**config.mk**
```make
export PLATFORM = sky130hd
export DESIGN_NAME = seg7_tdm_scanner_flat
export DESIGN_NICKNAME = d
export VERILOG_FILES = /design/src/rtl/seg7_tdm_scanner_if.sv /design/src/rtl/seg7_tdm_scanner.sv /design/src/flat_wrapper.sv
export SDC_FILE = /design/constraint.sdc
export NUM_CORES = 1
export LEC_CHECK = 0
export BUFFER_PORTS_ARGS = -buffer_cell sky130_fd_sc_hd__buf_2
export CAP_MARGIN = 10
export CORE_ASPECT_RATIO = 1.75
export CORE_UTILIZATION = 62
export DETAILED_ROUTE_END_ITERATION = 8
export GPL_TIMING_DRIVEN = 0
export PLACE_DENSITY = 0.86
export SLEW_MARGIN = 0
export SYNTH_ARGS = -nofsm -noshare
export SYNTH_HDL_FRONTEND = slang
export SYNTH_SLANG_ARGS = --single-unit
```
**constraint.sdc**
```tcl
create_clock -name clk -period 5 [get_ports clk]
set_input_delay 1 -clock clk [delete_from_list [all_inputs] [get_ports clk]]
set_output_delay 1 -clock clk [all_outputs]
set_load 0.005 [all_outputs]
```
**src/rtl/seg7_tdm_scanner_if.sv**
```systemverilog
// Load handshake and display pin bundle for seg7_tdm_scanner.
// master = user logic / board side, slave = the scanner.
interface seg7_tdm_scanner_if #(
    parameter int DIGITS = 4,
    parameter int DATA_W = 8
);
    logic              load;
    logic [DATA_W-1:0] data_in;
    logic              busy;
    logic              overflow;
    logic [DIGITS-1:0] AN;
    logic [6:0]        seg;
    logic [3:0]        digit_val;

    modport master (
        output load, data_in,
        input  busy, overflow, AN, seg, digit_val
    );

    modport slave (
        input  load, data_in,
        output busy, overflow, AN, seg, digit_val
    );
endinterface

```
**src/rtl/seg7_tdm_scanner.sv**
```systemverilog
// TDM seven-segment scanner with sequential double-dabble conversion,
// leading-zero blanking and overflow dash display.
module seg7_tdm_scanner #(
    parameter int DIGITS   = 4,
    parameter int DATA_W   = 8,
    parameter int PRESCALE = 16,
    parameter int BLANK_LZ = 1
) (
    input logic               clk,
    input logic               rst_n,
    seg7_tdm_scanner_if.slave bus
);

    // Decimal digits needed to hold 2^w - 1.
    function automatic int dec_digits(input int w);
        longint v;
        int     n;
        v = (longint'(1) << w) - 1;
        n = 0;
        for (int k = 0; k < 10; k++) begin
            if (v > 0) begin
                v = v / 10;
                n = n + 1;
            end
        end
        return (n < 1) ? 1 : n;
    endfunction

    function automatic logic [6:0] dec7(input logic [3:0] n);
        logic [6:0] p;
        case (n)
            4'd0:    p = 7'b1000000;
            4'd1:    p = 7'b1111001;
            4'd2:    p = 7'b0100100;
            4'd3:    p = 7'b0110000;
            4'd4:    p = 7'b0011001;
            4'd5:    p = 7'b0010010;
            4'd6:    p = 7'b0000010;
            4'd7:    p = 7'b1111000;
            4'd8:    p = 7'b0000000;
            4'd9:    p = 7'b0010000;
            default: p = 7'b1111111;
        endcase
        return p;
    endfunction

    localparam int BCD_N = dec_digits(DATA_W);
    localparam int SCR_N = (BCD_N > DIGITS) ? BCD_N : DIGITS;
    localparam int CW    = $clog2(DATA_W + 1);
    localparam int PW    = (PRESCALE > 1) ? $clog2(PRESCALE) : 1;
    localparam int SW    = (DIGITS > 1) ? $clog2(DIGITS) : 1;

    localparam logic [0:0] IDLE = 1'b0;
    localparam logic [0:0] CONV = 1'b1;

    localparam logic [6:0] DASH = 7'b0111111;
    localparam logic [6:0] OFF  = 7'b1111111;

    logic [0:0]          state;
    logic [DATA_W-1:0]   shreg;
    logic [4*SCR_N-1:0]  scratch;
    logic [CW-1:0]       iter;
    logic [4*DIGITS-1:0] disp;
    logic                ovf;
    logic [PW-1:0]       presc;
    logic [SW-1:0]       slot;
    logic [DIGITS-1:0]   an_q;
    logic [6:0]          seg_q;
    logic [3:0]          dv_q;

    logic [4*SCR_N-1:0]  adj;
    logic [4*SCR_N-1:0]  scr_next;
    logic [DATA_W-1:0]   sh_next;
    logic                ovf_next;

    logic [3:0]          nib;
    logic                lz;
    logic                blank;
    logic [DIGITS-1:0]   an_n;
    logic [6:0]          seg_n;

    // One double-dabble step: add-3 on large nibbles, then shift in the next bit.
    always_comb begin
        adj = scratch;
        for (int i = 0; i < SCR_N; i++) begin
            if (scratch[4*i +: 4] >= 4'd5) begin
                adj[4*i +: 4] = scratch[4*i +: 4] + 4'd3;
            end
        end
        scr_next = (4*SCR_N)'({adj, shreg[DATA_W-1]});
        sh_next  = {shreg[DATA_W-2:0], 1'b0};
        ovf_next = 1'b0;
        for (int i = DIGITS; i < SCR_N; i++) begin
            if (scr_next[4*i +: 4] != 4'd0) begin
                ovf_next = 1'b1;
            end
        end
    end

    // Conversion FSM; the display register only changes on the final step.
    always_ff @(posedge clk) begin
        if (!rst_n) begin
            state   <= IDLE;
            shreg   <= '0;
            scratch <= '0;
            iter    <= '0;
            disp    <= '0;
            ovf     <= 1'b0;
        end else begin
            case (state)
                IDLE: begin
                    if (bus.load) begin
                        shreg   <= bus.data_in;
                        scratch <= '0;
                        iter    <= '0;
                        state   <= CONV;
                    end
                end
                CONV: begin
                    shreg   <= sh_next;
                    scratch <= scr_next;
                    iter    <= iter + CW'(1);
                    if (iter == CW'(DATA_W - 1)) begin
                        disp  <= scr_next[4*DIGITS-1:0];
                        ovf   <= ovf_next;
                        state <= IDLE;
                    end
                end
                default: state <= IDLE;
            endcase
        end
    end

    // Free-running slot timer, independent of conversion.
    always_ff @(posedge clk) begin
        if (!rst_n) begin
            presc <= '0;
            slot  <= '0;
        end else if (presc == PW'(PRESCALE - 1)) begin
            presc <= '0;
            slot  <= (slot == SW'(DIGITS - 1)) ? '0 : slot + SW'(1);
        end else begin
            presc <= presc + PW'(1);
        end
    end

    // Pick the current slot's nibble and decide blank / dash / digit.
    always_comb begin
        nib  = '0;
        lz   = 1'b1;
        an_n = '1;
        for (int i = 0; i < DIGITS; i++) begin
            if (slot == SW'(i)) begin
                nib     = disp[4*i +: 4];
                an_n[i] = 1'b0;
            end
            if (SW'(i) >= slot && disp[4*i +: 4] != 4'd0) begin
                lz = 1'b0;
            end
        end
        blank = (BLANK_LZ != 0) && !ovf && (slot != '0) && lz;
        if (blank) begin
            an_n = '1;
        end
        if (ovf) begin
            seg_n = DASH;
        end else if (blank) begin
            seg_n = OFF;
        end else begin
            seg_n = dec7(nib);
        end
    end

    // Register the pin drive so AN/seg change cleanly one cycle after the slot.
    always_ff @(posedge clk) begin
        if (!rst_n) begin
            an_q  <= '1;
            seg_q <= OFF;
            dv_q  <= '0;
        end else begin
            an_q  <= an_n;
            seg_q <= seg_n;
            dv_q  <= nib;
        end
    end

    assign bus.busy      = (state == CONV);
    assign bus.overflow  = ovf;
    assign bus.AN        = an_q;
    assign bus.seg       = seg_q;
    assign bus.digit_val = dv_q;

endmodule

```
**src/flat_wrapper.sv**
```systemverilog
// flat-port wrapper written by rule: the top's interface ports become plain ports
module seg7_tdm_scanner_flat 
#(
    parameter int DIGITS   = 4,
    parameter int DATA_W   = 8,
    parameter int PRESCALE = 16,
    parameter int BLANK_LZ = 1
)
  (clk, rst_n, bus_load, bus_data_in, bus_busy, bus_overflow, bus_AN, bus_seg, bus_digit_val);
  seg7_tdm_scanner_if #(.DIGITS(DIGITS), .DATA_W(DATA_W)) bus_i ();
  input logic clk;
  input logic rst_n;
  input wire logic [$bits(bus_i.load)-1:0] bus_load;
  input wire logic [$bits(bus_i.data_in)-1:0] bus_data_in;
  output wire logic [$bits(bus_i.busy)-1:0] bus_busy;
  output wire logic [$bits(bus_i.overflow)-1:0] bus_overflow;
  output wire logic [$bits(bus_i.AN)-1:0] bus_AN;
  output wire logic [$bits(bus_i.seg)-1:0] bus_seg;
  output wire logic [$bits(bus_i.digit_val)-1:0] bus_digit_val;
  assign bus_i.load = bus_load;
  assign bus_i.data_in = bus_data_in;
  assign bus_busy = bus_i.busy;
  assign bus_overflow = bus_i.overflow;
  assign bus_AN = bus_i.AN;
  assign bus_seg = bus_i.seg;
  assign bus_digit_val = bus_i.digit_val;
  seg7_tdm_scanner #(.DIGITS(DIGITS), .DATA_W(DATA_W), .PRESCALE(PRESCALE), .BLANK_LZ(BLANK_LZ)) u_core (.clk(clk), .rst_n(rst_n), .bus(bus_i));
endmodule
```
==> results summary <==
The post-layout total power came out at about 1000 uW. Setup repair after global routing left no endpoint under its margin. The number of instances in the placed design came out at ~460. The post-route clock skew came out at roughly 0.004 ns. The H-tree level count is 3.

TritonCTS created 9 clock buffers. In the final routed layout, each cell accounts on average for between 15 and 20 um. The combined global-route utilization of all metal layers is roughly 28%.

The Yosys step of the flow raised 0 warnings. The number of global-route vias before repair is roughly 2700. The mapped netlist covers between 3000 and 4000 sq um. The max-cap check violation count is 0.

The net count of the mapped netlist came out at just over 400. The number of hold-slack violations in the final timing report came to 0. The clock insertion delay at the later pin of the skew report is 0.35 ns.

The setup path with the least slack is of type reg -> reg. Once the clock tree was built, the setup fixing pass inserted 0 buffers. The number of placed I/O pins is 28.

The max-slew violation count is 0. The min-delay analysis places its worst path in the category reg -> reg. The sink count of the clock tree is 66. The number of optimization iterations in the first detailed-route pass came out at 7. The post-synthesis sequential area ratio is between 30% and 40%.

The maximum buffer depth of the clock tree came out at 2. The library cell occupying the most area in the post-synthesis netlist is dfxtp_1. The width of the die is between 50 and 60 um. The relative slew slack is 58.4%.

The number of gates resized after CTS is 0. The layout overhead on the synthesized area came out at 12.0%. In this run the power density over the cells is about 280 nW/um^2.

The run finished, with violations left. The worst path meets setup with approximately 2.6 ns of slack. The worst IR drop on VDD came out at approximately 0.0002 V. The number of port buffers is 26.

Setup violations remaining at the end of the flow were counted as 0. The share of the cycle needed by the critical path after routing is a little under half. The number of distinct library cells after synthesis came out at 45. The remaining global-route overflow came out at 0. Data on the critical path is required at its endpoint by about 5.2 ns. The wire length of the first global-routing pass came out at approximately 12 mm. The leakage power is ~0.0015 uW. The slew of the pin with the lowest slew margin is about 0.62 ns. The final HPWL from detailed placement is between 5 and 6 mm. Based on the critical path, the design can be clocked at up to between 400 and 500 MHz.

The final reports fail on design-rule violations. The total routed wirelength is ~7.3 mm. The placement-stage worst setup slack came out at 2.70 ns.

The highest fanout seen on the critical path is 10. For the finished layout, the period the worst path requires is around 2.4 ns. The arrival time at the worst endpoint came out at ~2.6 ns.

The synthesized design contains 0 enable-type register cells. Each instance of the synthesized netlist takes up on average ~8.8 sq um. Fill cells in the final layout number 380.

The number of DRC markers after the initial detailed-route iteration is ~130. The final instance count without filler cells came out at approximately 470. Counting instances in the post-synthesis netlist gives the leading cell types as dfxtp_1, nand2_1, a21oi_1. The floorplan core area came out at ~5100 sq um. The prevailing post-synth register cell is dfxtp_1. The CTS tree is done. The synthesized design contains 66 register bits.

The worst setup path is captured at a flop. The final net count came out at around 450. The layout cell share with drive strength beyond 1 came out at about 13%.

After technology mapping, the gate count stands at between 300 and 400. Detailed routing inserted a total of 2779 vias. The async set-reset flop share out of synthesis came out at 0%. The area of the die is roughly 5700 sq um. By area the synthesized netlist is led by dfxtp_1, ha_1, nand2_1. The register cell area after layout came out at around 1300 sq um. The largest net degree at the start of global routing came out at 11. The post-route DRC violation count is 5.

The number of antenna violations at the first check in global routing is 0. The tree is rooted in a clkbuf_8. After clock tree synthesis, the clock-pin slew on the worst setup and hold paths is ~0.07 ns. In this run, post-CTS hold repair placed 0 buffers. The number of antenna-violating nets in the routed design is 0. Summing all multi-input logic gate instances after layout gives 1820 sq um. Among all cell types in the netlist, the one instantiated most often is dfxtp_1.

The initial core utilization came out at 65.5%. The antenna diode count came out at 0. The startpoint kind of the worst setup timing path is a flop. The congestion estimate from routability-driven global placement came to 0.911. The sum of negative setup slack is 0 ns. The post-route core utilization is about three quarters. The fraction of post-synthesis cell area in the top cell type by area is around two fifths. The floorplan die height came out at roughly 99 um. The detail-routed via count per cell came out at between 5 and 6.

The number of placement rows came out at 34.
==> stage by stage <==
step | hold slack (ns) | area, sq um
after floorplan | 0.430 | 3320
after global placement | 0.443 | 3510
after detailed placement | 0.463 | 3510
after CTS | 0.478 | 3720
after global routing | 0.488 | 3720
final | 0.474 | 3720
==> cell usage in the layout, fill, tap and decap left out, types with 2 or more instances in the layout <==
master,count
a211oi_1,4
a21boi_0,13
a21oi_1,27
a32oi_1,4
and2_1,14
and3_1,2
buf_1,2
buf_2,27
buf_4,3
clkbuf_1,16
clkbuf_8,14
dfxtp_1,66
ha_1,20
inv_1,19
mux2i_1,15
nand2_1,45
nand2b_1,5
nand3_1,10
nand3b_1,4
nor2_1,8
nor2b_1,18
nor3_1,8
nor3b_1,19
nor4_1,3
o211a_1,5
o21a_1,3
o21ai_0,19
o21ai_1,2
xnor2_1,5
xor2_1,2
==> state kept, by name, indices dropped and copies added (netlist names) <==
name	count
u_core.bus.seg	7
u_core.shreg	8
u_core.scratch	16
u_core.bus.digit_val	4
u_core.slot	2
u_core.iter	4
u_core.bus.busy	1
u_core.bus.AN	4
u_core.presc	4
u_core.disp	16
==> path summary, 6_finish.rpt <==
kind / startpoint / to / slack [ns] / depth (start not counted)
max: u_core.slot[1] / u_core.bus.seg[1] / 2.63 / 8
min: u_core.presc[0] / u_core.presc[0] / 0.47 / 1
max reg2reg: u_core.slot[1] / u_core.bus.seg[1] / 2.63 / 8
min reg2reg: u_core.presc[0] / u_core.presc[0] / 0.47 / 1
==> power breakdown <==
part           internal, uW  leakage (uW)  switching (uW)
clock network           247      0.000106             196
registers               536      0.000537            6.23
logic                  25.2      0.000890            36.2
total                   809       0.00153             239
==> cell type report <==
type / instances / share of cell area (%)
Multi-Input combinational cell: 269 / 48.9
Timing Repair Buffer: 26 / 3.50
Sequential cell: 66 / 35.6
Inverter: 19 / 1.92
Clock inverter: 1 / 0.135
Buffer: 23 / 2.90
Clock buffer: 15 / 5.29
Tap cell: 54 / 1.82
==> logic make-up after synthesis <==
| logic type | Yosys count | synth area share, % |
|---|---|---|
| AO/OA/AOI/OAI | 85 | 17.2 |
| XOR/XNOR | 7 | 1.85 |
| adder cells (fa/ha/maj) | 20 | 7.54 |
| buffers and inverters | 42 | 5.39 |
| flip-flops | 66 | 39.8 |
| multiplexers | 15 | 4.53 |
| other | 1 | 0.113 |
| AND/OR/NAND/NOR | 141 | 23.5 |
==> worst max-delay path: stages (launching register included) <==
cell	delay, ns
dfxtp_1	0.43
ha_1	0.39
buf_6	0.20
a211oi_1	0.07
a221oi_2	0.46
inv_1	0.16
ha_1	0.34
nor2_1	0.10
o21ai_0	0.07
==> per-layer routing <==
layer | vias up | track usage (%) | wire length [um]
met2 | 81 | 52.3 | 3960
met5 | - | 0 | 0
li1 | 1360 | - | -
met1 | 1308 | 26.4 | 2720
met4 | 0 | 20.5 | 371
met3 | 30 | 4.59 | 258
Note: power is estimated with default switching activity, not from simulation.
